===== config.mk =====
export PLATFORM = sky130hd
export DESIGN_NAME = regfile_writeback_buffer
export DESIGN_NICKNAME = d
export VERILOG_FILES = /design/src/rtl/regfile_writeback_buffer.sv
export SDC_FILE = /design/constraint.sdc
export NUM_CORES = 1
export LEC_CHECK = 0
export ABC_CLOCK_PERIOD_IN_PS = 7700
export BUFFER_PORTS_ARGS = -buffer_cell sky130_fd_sc_hd__buf_2
export CAP_MARGIN = 10
export CORE_MARGIN = 2
export CORE_UTILIZATION = 55
export DETAILED_ROUTE_END_ITERATION = 10
export PLACE_DENSITY = 0.79
export SLEW_MARGIN = 20
export SYNTH_ARGS = -nofsm -noshare
export SYNTH_HDL_FRONTEND = slang
export SYNTH_SLANG_ARGS = --single-unit

===== constraint.sdc =====
create_clock -name clk -period 7.7 [get_ports clk]
set_input_delay 1.54 -clock clk [delete_from_list [all_inputs] [get_ports clk]]
set_output_delay 1.54 -clock clk [all_outputs]
set_load 0.05 [all_outputs]

===== src/rtl/regfile_writeback_buffer.sv =====
// regfile_writeback_buffer
// Write-side companion to the register file. Producers hand writeback requests
// to a small FIFO. The FIFO drains one entry per cycle into a registered
// register-file write port. Two combinational bypass ports let decode see values
// that are queued or in flight but not yet committed to the register file.

module regfile_writeback_buffer #(
   parameter int DEPTH  = 4,
   parameter int DATA_W = 32,
   parameter int ADDR_W = 5
) (
   input  logic                     clk,
   input  logic                     reset,

   input  logic                     wb_valid,
   output logic                     wb_ready,
   input  logic [ADDR_W-1:0]        wb_dest,
   input  logic [DATA_W-1:0]        wb_data,

   input  logic                     drain_en,
   output logic                     reg_write_en,
   output logic [ADDR_W-1:0]        reg_write_dest,
   output logic [DATA_W-1:0]        reg_write_data,

   input  logic [ADDR_W-1:0]        lookup_addr_1,
   input  logic [ADDR_W-1:0]        lookup_addr_2,
   output logic                     lookup_hit_1,
   output logic                     lookup_hit_2,
   output logic [DATA_W-1:0]        lookup_data_1,
   output logic [DATA_W-1:0]        lookup_data_2,

   output logic [$clog2(DEPTH):0]   count,
   output logic                     empty,
   output logic                     full
);

   localparam int PTR_W = $clog2(DEPTH);
   localparam int CNT_W = PTR_W + 1;
   localparam logic [CNT_W-1:0]  FULL_COUNT = CNT_W'(DEPTH);
   localparam logic [ADDR_W-1:0] ZERO_REG   = '0;

   // FIFO storage; an entry is meaningful only while its age is below occupancy
   logic [ADDR_W-1:0] entry_dest [DEPTH];
   logic [DATA_W-1:0] entry_data [DEPTH];

   logic [PTR_W-1:0]  wr_ptr;
   logic [PTR_W-1:0]  rd_ptr;
   logic [CNT_W-1:0]  occupancy;

   logic              accept;
   logic              store;
   logic              pop;

   // Status flags come only from registered occupancy, so wb_ready never
   // depends combinationally on drain_en.
   assign full     = (occupancy == FULL_COUNT);
   assign empty    = (occupancy == '0);
   assign wb_ready = !full;
   assign count    = occupancy;

   // A handshake to register 0 completes but stores nothing, since r0 is never written.
   assign accept = wb_valid && wb_ready;
   assign store  = accept && (wb_dest != ZERO_REG);
   assign pop    = drain_en && !empty;

   // Pointer and occupancy bookkeeping; pointers wrap naturally at DEPTH.
   always_ff @(posedge clk) begin
      if (!reset) begin
         wr_ptr    <= '0;
         rd_ptr    <= '0;
         occupancy <= '0;
      end else begin
         if (store) begin
            wr_ptr <= wr_ptr + PTR_W'(1);
         end
         if (pop) begin
            rd_ptr <= rd_ptr + PTR_W'(1);
         end
         case ({store, pop})
            2'b10:   occupancy <= occupancy + CNT_W'(1);
            2'b01:   occupancy <= occupancy - CNT_W'(1);
            default: occupancy <= occupancy;
         endcase
      end
   end

   // Entry payload write; storage is not cleared because occupancy defines validity.
   always_ff @(posedge clk) begin
      if (reset && store) begin
         entry_dest[wr_ptr] <= wb_dest;
         entry_data[wr_ptr] <= wb_data;
      end
   end

   // Registered register-file write stage; dest/data hold when no entry is popped.
   always_ff @(posedge clk) begin
      if (!reset) begin
         reg_write_en   <= 1'b0;
         reg_write_dest <= '0;
         reg_write_data <= '0;
      end else if (pop) begin
         reg_write_en   <= 1'b1;
         reg_write_dest <= entry_dest[rd_ptr];
         reg_write_data <= entry_data[rd_ptr];
      end else begin
         reg_write_en   <= 1'b0;
      end
   end

   // Bypass search: the output stage is the oldest candidate, then FIFO entries
   // from oldest to youngest, so the youngest match overrides everything older.
   function automatic void search_pending(
      input  logic [ADDR_W-1:0] addr,
      output logic              hit,
      output logic [DATA_W-1:0] data
   );
      logic [PTR_W-1:0] slot;
      hit  = 1'b0;
      data = '0;
      slot = '0;
      if (addr != ZERO_REG) begin
         if (reg_write_en && (reg_write_dest == addr)) begin
            hit  = 1'b1;
            data = reg_write_data;
         end
         for (int age = 0; age < DEPTH; age++) begin
            slot = rd_ptr + PTR_W'(age);
            if ((CNT_W'(age) < occupancy) && (entry_dest[slot] == addr)) begin
               hit  = 1'b1;
               data = entry_data[slot];
            end
         end
      end
   endfunction

   // First decode bypass port.
   always_comb begin
      lookup_hit_1  = 1'b0;
      lookup_data_1 = '0;
      search_pending(lookup_addr_1, lookup_hit_1, lookup_data_1);
   end

   // Second decode bypass port.
   always_comb begin
      lookup_hit_2  = 1'b0;
      lookup_data_2 = '0;
      search_pending(lookup_addr_2, lookup_hit_2, lookup_data_2);
   end

endmodule

# After elaboration in Yosys (flattened, before gate mapping)
# Memories as Yosys holds them, arrays and structs flattened. A register that Yosys moved wholly into a read port is not among the register bits.
# Cells that the tools add are included.
dict set report totals {
  romBits 0
  mem_bits_rw 148
  out_inout_bits 110
  memories 2
  register_bits 45
  wordCells 84
  inputBits 51
  latch_bits 0
}
# memory words word_bits read_ports rd_clocked_by_memory_dff write_ports line_no
set memory_table {}
lappend memory_table {entry_data 4 32 4 1 1 44} ;# logic [DATA_W-1:0] entry_data [DEPTH];
lappend memory_table {entry_dest 4 5 4 1 1 43} ;# logic [ADDR_W-1:0] entry_dest [DEPTH];
dict set report classes {
  div 0
  reduce_logical 21
  bitwise_logic 0
  order_cmp 4
  n_mux 32
  eq_ne 13
  shift 0
  n_addsub 6
  n_mul 0
}
# op n
set ops {}
lappend ops {{$mux W32} 12}
lappend ops {{$eq A5 B5 Y1} 10}
lappend ops {{$mux W1} 15}
lappend ops {{$reduce_bool A5 Y1} 3}
lappend ops {{$logic_and A1 B1 Y1} 14}
lappend ops {{$mux W2} 4}
lappend ops {{$lt A1 B3 Y1 const A} 2}
lappend ops {{$lt A2 B3 Y1 const A} 2}
lappend ops {{$pmux W3 S2} 1}
lappend ops {{$add A2 B1 Y2 const B} 2}
lappend ops {{$add A2 B2 Y2 const B} 2}
lappend ops {{$add A3 B1 Y3 const B} 1}
lappend ops {{$eq A3 B3 Y1 const B} 1}
lappend ops {{$logic_not A3 Y1} 1}
lappend ops {{$sub A3 B1 Y3 const B} 1}
lappend ops {{$eq A2 B1 Y1 const B} 1}
lappend ops {{$eq A2 B2 Y1 const B} 1}
lappend ops {{$logic_not A1 Y1} 2}
lappend ops {{$reduce_bool A2 Y1} 1}

# Depth between registers and ports, before layout
# Gate-level depths: netlist of run 1.
dict set report depth {
  depth_word 8
  depth_mapped 10
  mapped_depth_nobuf 9
}

# Worst setup path before layout of run 1
# No wires, ideal clock.
dict set report synth_path {
  kind {input to output}
  startpoint {input port lookup_addr_2[2]}
  endpoint {output port lookup_data_2[21]}
  path_buffers 2
  arrival_time_ns 4.224
  cell_stages 8
  slack_ns 1.936
  required_time_ns 6.160
  path_cell_list {clkbuf_1 -> xor2_1 -> nor4_1 -> nand3_1 -> o21ba_2 -> clkbuf_1 -> a221oi_1 -> o31ai_1}
}
dict set report synth_between {
  elab_chain_cells 8
  elab_cells_between_ends 17
  classes_between {eq/ne (5); mux (6); reduce/logical (6)}
}
# element line_no
set synth_lines {}
lappend synth_lines {{start, declared} 26} ;# input logic [ADDR_W-1:0] lookup_addr_2,
lappend synth_lines {{$eq A5 B5 Y1} 122} ;# if (reg_write_en && (reg_write_dest == addr)) begin
lappend synth_lines {{$logic_and A1 B1 Y1} 122}
lappend synth_lines {{$mux W32} 122}
lappend synth_lines {{$mux W32 (4 in series)} 128} ;# if ((CNT_W'(age) < occupancy) && (entry_dest[slot] == addr)) begin
lappend synth_lines {{$mux W32 *} 121} ;# if (addr != ZERO_REG) begin
lappend synth_lines {{end, declared} 30} ;# output logic [DATA_W-1:0] lookup_data_2,
# Mark *: on every way between the ends. The rest lies on a longest branch, timed or not.

==> results of run 1 <==
-- final timing paths --
| kind | end | slack (ps) | cells after the start |
|---|---|---|---|
| setup / recovery | lookup_data_2[30] | 1570 | 8 |
| setup reg to reg | entry_data[1][18] | 4940 | 5 |
| hold / removal | reg_write_data[14] | 500 | 2 |
| hold reg to reg | reg_write_data[14] | 500 | 2 |
-- cells by family after synthesis --
logic type                 Yosys count
muxes                              153
xor gates and xnor gates            57
buffers and inverters              137
AOI/OAI and AO/OA                  307
and+or+nand+nor                    296
adders and majority gates            9
DFF                                195
-- flip-flops by register name, indices dropped and copies added (netlist names), named ones only --
name,cells
count,3
entry_data,128
entry_dest,20
rd_ptr,2
reg_write_data,32
reg_write_dest,5
reg_write_en,1
wr_ptr,2
-- tightest hold or removal path: cells and delay by family (launching register included) --
| kind | cells | cell delay, ps |
|---|---|---|
| AND/OR/NAND/NOR | 1 | 50 |
| AO/OA/AOI/OAI | 1 | 60 |
| flip-flops | 1 | 330 |
-- layout make-up --
| class | count | area (um2) | area share, % |
|---|---|---|---|
| multi-input cells | 822 | 7200 | 49.0 |
| well taps | 319 | 399 | 2.71 |
| clock inverters | 11 | 169 | 1.15 |
| inverters | 11 | 41.3 | 0.281 |
| diodes | 6 | 15.0 | 0.102 |
| clock buffers | 21 | 493 | 3.35 |
| flip-flops and latches | 195 | 5400 | 36.7 |
| repair buffers | 184 | 992 | 6.75 |
-- routing by layer --
layer | wire (um) | up-vias
li1 | - | 4811
met1 | 15100 | 5323
met2 | 18600 | 872
met3 | 4540 | 171
met4 | 1610 | 2
met5 | 13 | -
-- through the flow --
| step | setup WS [ps] | area [um2] | hold WS, ps | std cells |
|---|---|---|---|---|
| after floorplan | 1940 | 13100 | 625 | 1154 |
| final | 1570 | 14700 | 500 | 1569 |
| after CTS | 1650 | 14700 | 503 | 1562 |
| after global placement | 1860 | 14000 | 480 | 1529 |
| after global routing | 1280 | 14700 | 518 | 1566 |
| after detailed placement | 1820 | 14000 | 494 | 1530 |
-- power by group --
part,switching (mW),internal (mW),total (mW)
combinational,1.29,0.697,1.99
sequential,0.182,1.23,1.42
clock,0.400,0.593,0.993
total,1.88,2.52,4.40
-- cell usage in the layout (no fill, tap or decap), drive strengths merged, types with 7 or more instances in the layout --
cell	Yosys	layout
buf	39	184
edfxtp	148	148
nand2	87	87
mux4	84	84
nor2	72	72
nor3	70	70
a21oi	66	66
a221o	64	64
dfxtp	47	47
xnor2	46	46
a21boi	38	38
mux2i	37	37
nor4	35	35
mux2	32	32
a221oi	32	32
a32oi	32	32
o31ai	32	32
a211oi	31	31
clkbuf	87	21
inv	11	13
xor2	11	11
ha	9	9
and2	7	7
==> out/qor.yml, run 1 <==
run_status:
  status: "completed"
synth:
  ys_seq_area_share_pct: 41.0
  synthesis.area_um2: 13100
  synth-xor-area-share_pct: 3.80
  synth_top_area_share_pct: 33.9
  syn_nets: 1214
  synth.top_cells.by_area: "edfxtp_1, mux4_2, dfxtp_1"
  synth_top_family_by_area: "multiplexers"
  yosys.area_share.simple_pct: 10.5
  synth_edf_count: 148
  synthAdderAreaFrac_pct: 0.858
  syn_area_per_cell_um2: 11.4
  synth.mux.area_fraction_pct: 20.0
  synthArstFlopShare_pct: 0
  synth.largest_area_cell: "edfxtp_1"
  yosysMostFrequentCell: "edfxtp_1"
  synth_compound_area_share_pct: 19.3
  ys.warnings.count: 0
  ys_ff_latch: 195
  synthCells: 1154
  ys.flop_type: "edfxtp_1"
  synth_cell_types: 45
  yosys-top-cells-count: "edfxtp_1, clkbuf_1, nand2_1"
critical_path:
  crit_path_start_kind: "flop"
  cp_max_fo: 21
  critical_path_class: "reg2out"
  path_delay_family: "simple AND/OR/NAND/NOR gates"
  reg2reg_from: "count[0]"
  worstPathArrival_ps: 4590
  crit_slowest_cell: "dfxtp_2"
  required_ps: 6160
  crit_buf_inv: 2
  endpoint_kind: "primary output"
  cpPeakStageDelay_ps: 870
  crit_chain: "mux4_1, xnor2_1, nand4_1, nor2_2, buf_4, a221oi_1, o31ai_1, buf_2"
detailed_routing:
  drt_iter0_markers: 1546
  ant_nets: 0
  vias: 11179
  drc: 0
  wl_per_cell_um: 25.4
  drtPass1Iterations: 6
  totalWireLength_um: 39900
  via_per_inst: 7.12
clocking:
  root_buffer: "clkbuf_16"
  cts_setup_buffers: 0
  insertion_delay_ps: 440
  cts_made_buffers: 17
  cts_tree: "yes"
  clock_sinks: 195
  h-tree-depth: 4
  clockBufferDepth: 2
  clk_pin_slew_ps: 70
  hold_buffers: 0
  cts_resized: 0
finish:
  syn_to_final_growth_pct: 12.1
  fillers: 1807
  post-route-util_pct: 62.7
  layout.nets: 1291
  drive_gt1_share_pct: 30.8
global_route:
  grtUsageMet1_pct: 42.2
  grt.busiest_layer: "met2"
  antenna_found_initial: 4
  met2_usage_pct: 50.9
  first_global_vias: 10737
  gr-usage-met3_pct: 7.16
  grt_start_max_net_pins: 88
  grt_pass1_wl_um: 60700
  overflow: 0
  grt_usage_pct: 32.1
placement:
  io_buffers: 160
  routabilityCongestion: 0.881
  hpwl_um: 24700
timing:
  max_clock_freq_mhz: 163
  layout_worst_path_cycle_share_pct: 79.6
  hold_viol: 0
  finalSetupViolations: 0
  tightestPinTransition_ps: 1220
  finalCriticalPeriod_ps: 6130
  skew_ps: 8.89
  tns_ps: 0
  rsz0062_at_grt: "no"
  slew_headroom_pct: 18.5
  drv_slew: 0
job:
  cap_violations: 0
power:
  ir_worst_vdd_v: 0.000186
  finalPower_mw: 4.40
  p_per_area_nw_per_um2: 299
  p_leak_nw: 4.88
floorplan:
  start_util_pct: 55.9
  core_area_um2: 23500
  die_x_um: 158
  ios: 161
  std_cell_rows: 56
  fp.dieArea_um2: 25100
  die_height_um: 158
min_path:
  min_from: "reg_write_data[14]"
  hold_path_class: "reg2reg"
Power figures use the tool's default switching activity.
==> run 2: changes to the inputs <==
- ABC_AREA: unset -> 1
- ABC_CLOCK_PERIOD_IN_PS: 7700 -> 5350
- PLACE_DENSITY: 0.79 -> 0.82
- clock period: 7.7 -> 5.35 ns (I/O delays scaled with it)
==> run 2 against run 1 <==
Compared with the run above:
- largest cell class unchanged
- register-to-register slack got worse by 2500 ps
- clock skew increased by 6.3 ps
- critical endpoint is now lookup_data_2[15]
- critical path depth increased by 6
==> out/qor.yml, run 2 <==
floorplan:
  fp.dieArea_um2: 27800  # +11%
  ios: 161  # unchanged
  std_cell_rows: 59  # +5.4%
  start_util_pct: 55.9  # about the same
  die_height_um: 167  # +5.2%
  die_x_um: 167  # +5.2%
  core_area_um2: 26100  # +11%
timing:
  skew_ps: 15.2  # +6.27 ps
  tightestPinTransition_ps: 1020  # -202 ps
  drv_slew: 0  # unchanged
  finalCriticalPeriod_ps: 5070
  tns_ps: 0  # unchanged
  slew_headroom_pct: 31.8  # +13 points
  rsz0062_at_grt: "no"
  finalSetupViolations: 0  # unchanged
  layout_worst_path_cycle_share_pct: 94.7
  hold_viol: 0  # unchanged
  max_clock_freq_mhz: 197
global_route:
  first_global_vias: 15676  # +46%
  antenna_found_initial: 4  # unchanged
  overflow: 0  # unchanged
  grt_pass1_wl_um: 84100  # +38%
  grt_usage_pct: 38.3  # +6.2 points
  grt_start_max_net_pins: 75  # -15%
finish:
  largest_reg_flops: 128  # unchanged
  syn_to_final_growth_pct: 10.9
  fillers: 2399  # +33%
  drive_gt1_share_pct: 12.9  # -18 points
  top_regs: "entry_data x128, reg_write_data x32, entry_dest x20"
  final_cells: 2643  # +68%
  final_common_cell: "nand2_1"
  regMostFlops: "entry_data"
  layout_common_cells: "nand2_1, nor2_1, o21ai_0"
  layout.nets: 2351  # +82%
synth:
  synth_cell_types: 38  # -16%
  ys_ff_latch: 195  # unchanged
  ys.warnings.count: 0  # unchanged
  synth_top_area_share_pct: 30.5  # -3.4 points
  syn_area_per_cell_um2: 6.59  # -42%
  synthesis.area_um2: 14600  # +11%
  synth_edf_count: 148  # unchanged
  syn_nets: 2271  # +87%
  yosys-top-cells-count: "nand2_1, nor2_1, o21ai_0"
  synth.largest_area_cell: "edfxtp_1"
  ys.flop_type: "edfxtp_1"
  synthArstFlopShare_pct: 0  # unchanged
  synthCells: 2211  # +92%
  ys_seq_area_share_pct: 37.0  # -4.1 points
  yosysMostFrequentCell: "nand2_1"
  synth.top_cells.by_area: "edfxtp_1, nand2_1, nor2_1"
placement:
  placed_cells_incl_taps: 2607  # +70%
  routabilityCongestion: 1.00  # +14%
  hpwl_um: 35600  # +44%
  io_buffers: 160  # unchanged
detailed_routing:
  ant_nets: 0  # unchanged
  via_per_inst: 6.39  # -10%
  wl_per_cell_um: 20.7  # -19%
  drc: 0  # unchanged
  totalWireLength_um: 54700  # +37%
  drtPass1Iterations: 8  # +2
  vias: 16890  # +51%
  drt_iter0_markers: 2904  # +88%
power:
  ir_worst_vdd_v: 0.000344  # +85%
  p_per_area_nw_per_um2: 495  # +66%
  p_leak_nw: 7.28  # +49%
clocking:
  clockBufferDepth: 2  # unchanged
  cts_tree: "yes"
  root_buffer: "clkbuf_16"
  hold_buffers: 0  # unchanged
  insertion_delay_ps: 450  # about the same
  h-tree-depth: 4  # unchanged
  cts_setup_buffers: 0  # unchanged
  cts_made_buffers: 17  # unchanged
  cts_resized: 0  # unchanged
  clock_sinks: 195  # unchanged
  clk_pin_slew_ps: 70  # about the same
job:
  cap_violations: 0  # unchanged
critical_path:
  cp_max_fo: 40  # +90%
  worstPathArrival_ps: 4000  # -590 ps
  critical_path_class: "reg2out"
  endpoint_kind: "primary output"
  crit_path_start_kind: "flop"
  rrSetupSlack_ps: 2440  # -2500 ps
  required_ps: 4280  # -1880 ps
run_status:
  status: "completed"
min_path:
  hold_path_class: "reg2reg"
## run 2: worst paths after layout
| check | from | end | cells past startpoint |
|---|---|---|---|
| setup / recovery | flop | lookup_data_2[15] | 14 |
| hold / removal | reg_write_data[30] | reg_write_data[30] | 2 |
| setup reg to reg | count[0] | entry_data[1][6] | 8 |
| hold reg to reg | reg_write_data[30] | reg_write_data[30] | 2 |
## run 2: worst max-delay path, cell delays in order, from the launching register on
cell and delay [ps]:
dfxtp_2 880, inv_2 400, nand2_1 140, nand3_1 120, nand2_1 170, nand2_1 60
nand2_1 80, nor2_2 50, nand3_1 580, buf_4 360, nand2_1 80, nand3_1 80
nand2_1 70, a21oi_1 180, buf_2 300
## run 2: cells by family (layout without fill, tap and decap cells)
logic type,after synthesis,after routing,share of synthesized area [%]
flip-flops,195,195,37.0
buffers and inverters,338,431,9.94
XOR/XNOR,5,5,0.300
AND/OR/NAND/NOR,1195,1195,34.1
other,0,4,0
AO/OA/AOI/OAI,466,466,17.8
adder cells (fa/ha/maj),9,9,0.773
multiplexers,3,3,0.206
## run 2: report_power, final
part           switching [mW]  total (mW)  internal [mW]
clock                   0.645        1.33          0.681
sequential              0.238        2.04           1.80
combinational            3.54        4.64           1.10
total                    4.42        8.01           3.59
## run 2: metal layers
metal,GRT usage (%),share of wire [%]
met4,21.9,5.3
met5,0,0.024
met2,59.0,43
met3,9.53,15
met1,49.2,36
## run 2: per-stage QoR
step / hold slack, ps / instance area [um2] / util (%) / setup WS (ps) / power (mW)
CTS: 543 / 16200 / 62.0 / 501 / 7.83
finish: 548 / 16200 / 62.0 / 283 / 8.01
global route: 565 / 16200 / 62.0 / 154 / 8.36
detailed placement: 532 / 15600 / 59.7 / 972 / 6.53
floorplan: 490 / 14600 / - / 1170 / 5.28
global placement: 517 / 15600 / 59.7 / 968 / 6.46
## run 2: layout make-up
| cell class | instances | area (um2) | share of cell area, % |
|---|---|---|---|
| multi-input combinational | 1678 | 7790 | 48.2 |
| timing repair buffer | 220 | 1280 | 7.90 |
| clock inverter | 14 | 159 | 0.983 |
| inverter | 179 | 677 | 4.19 |
| sequential | 195 | 5390 | 33.3 |
| antenna | 4 | 10.0 | 0.0619 |
| clock buffer | 18 | 439 | 2.72 |
| tap | 335 | 419 | 2.59 |
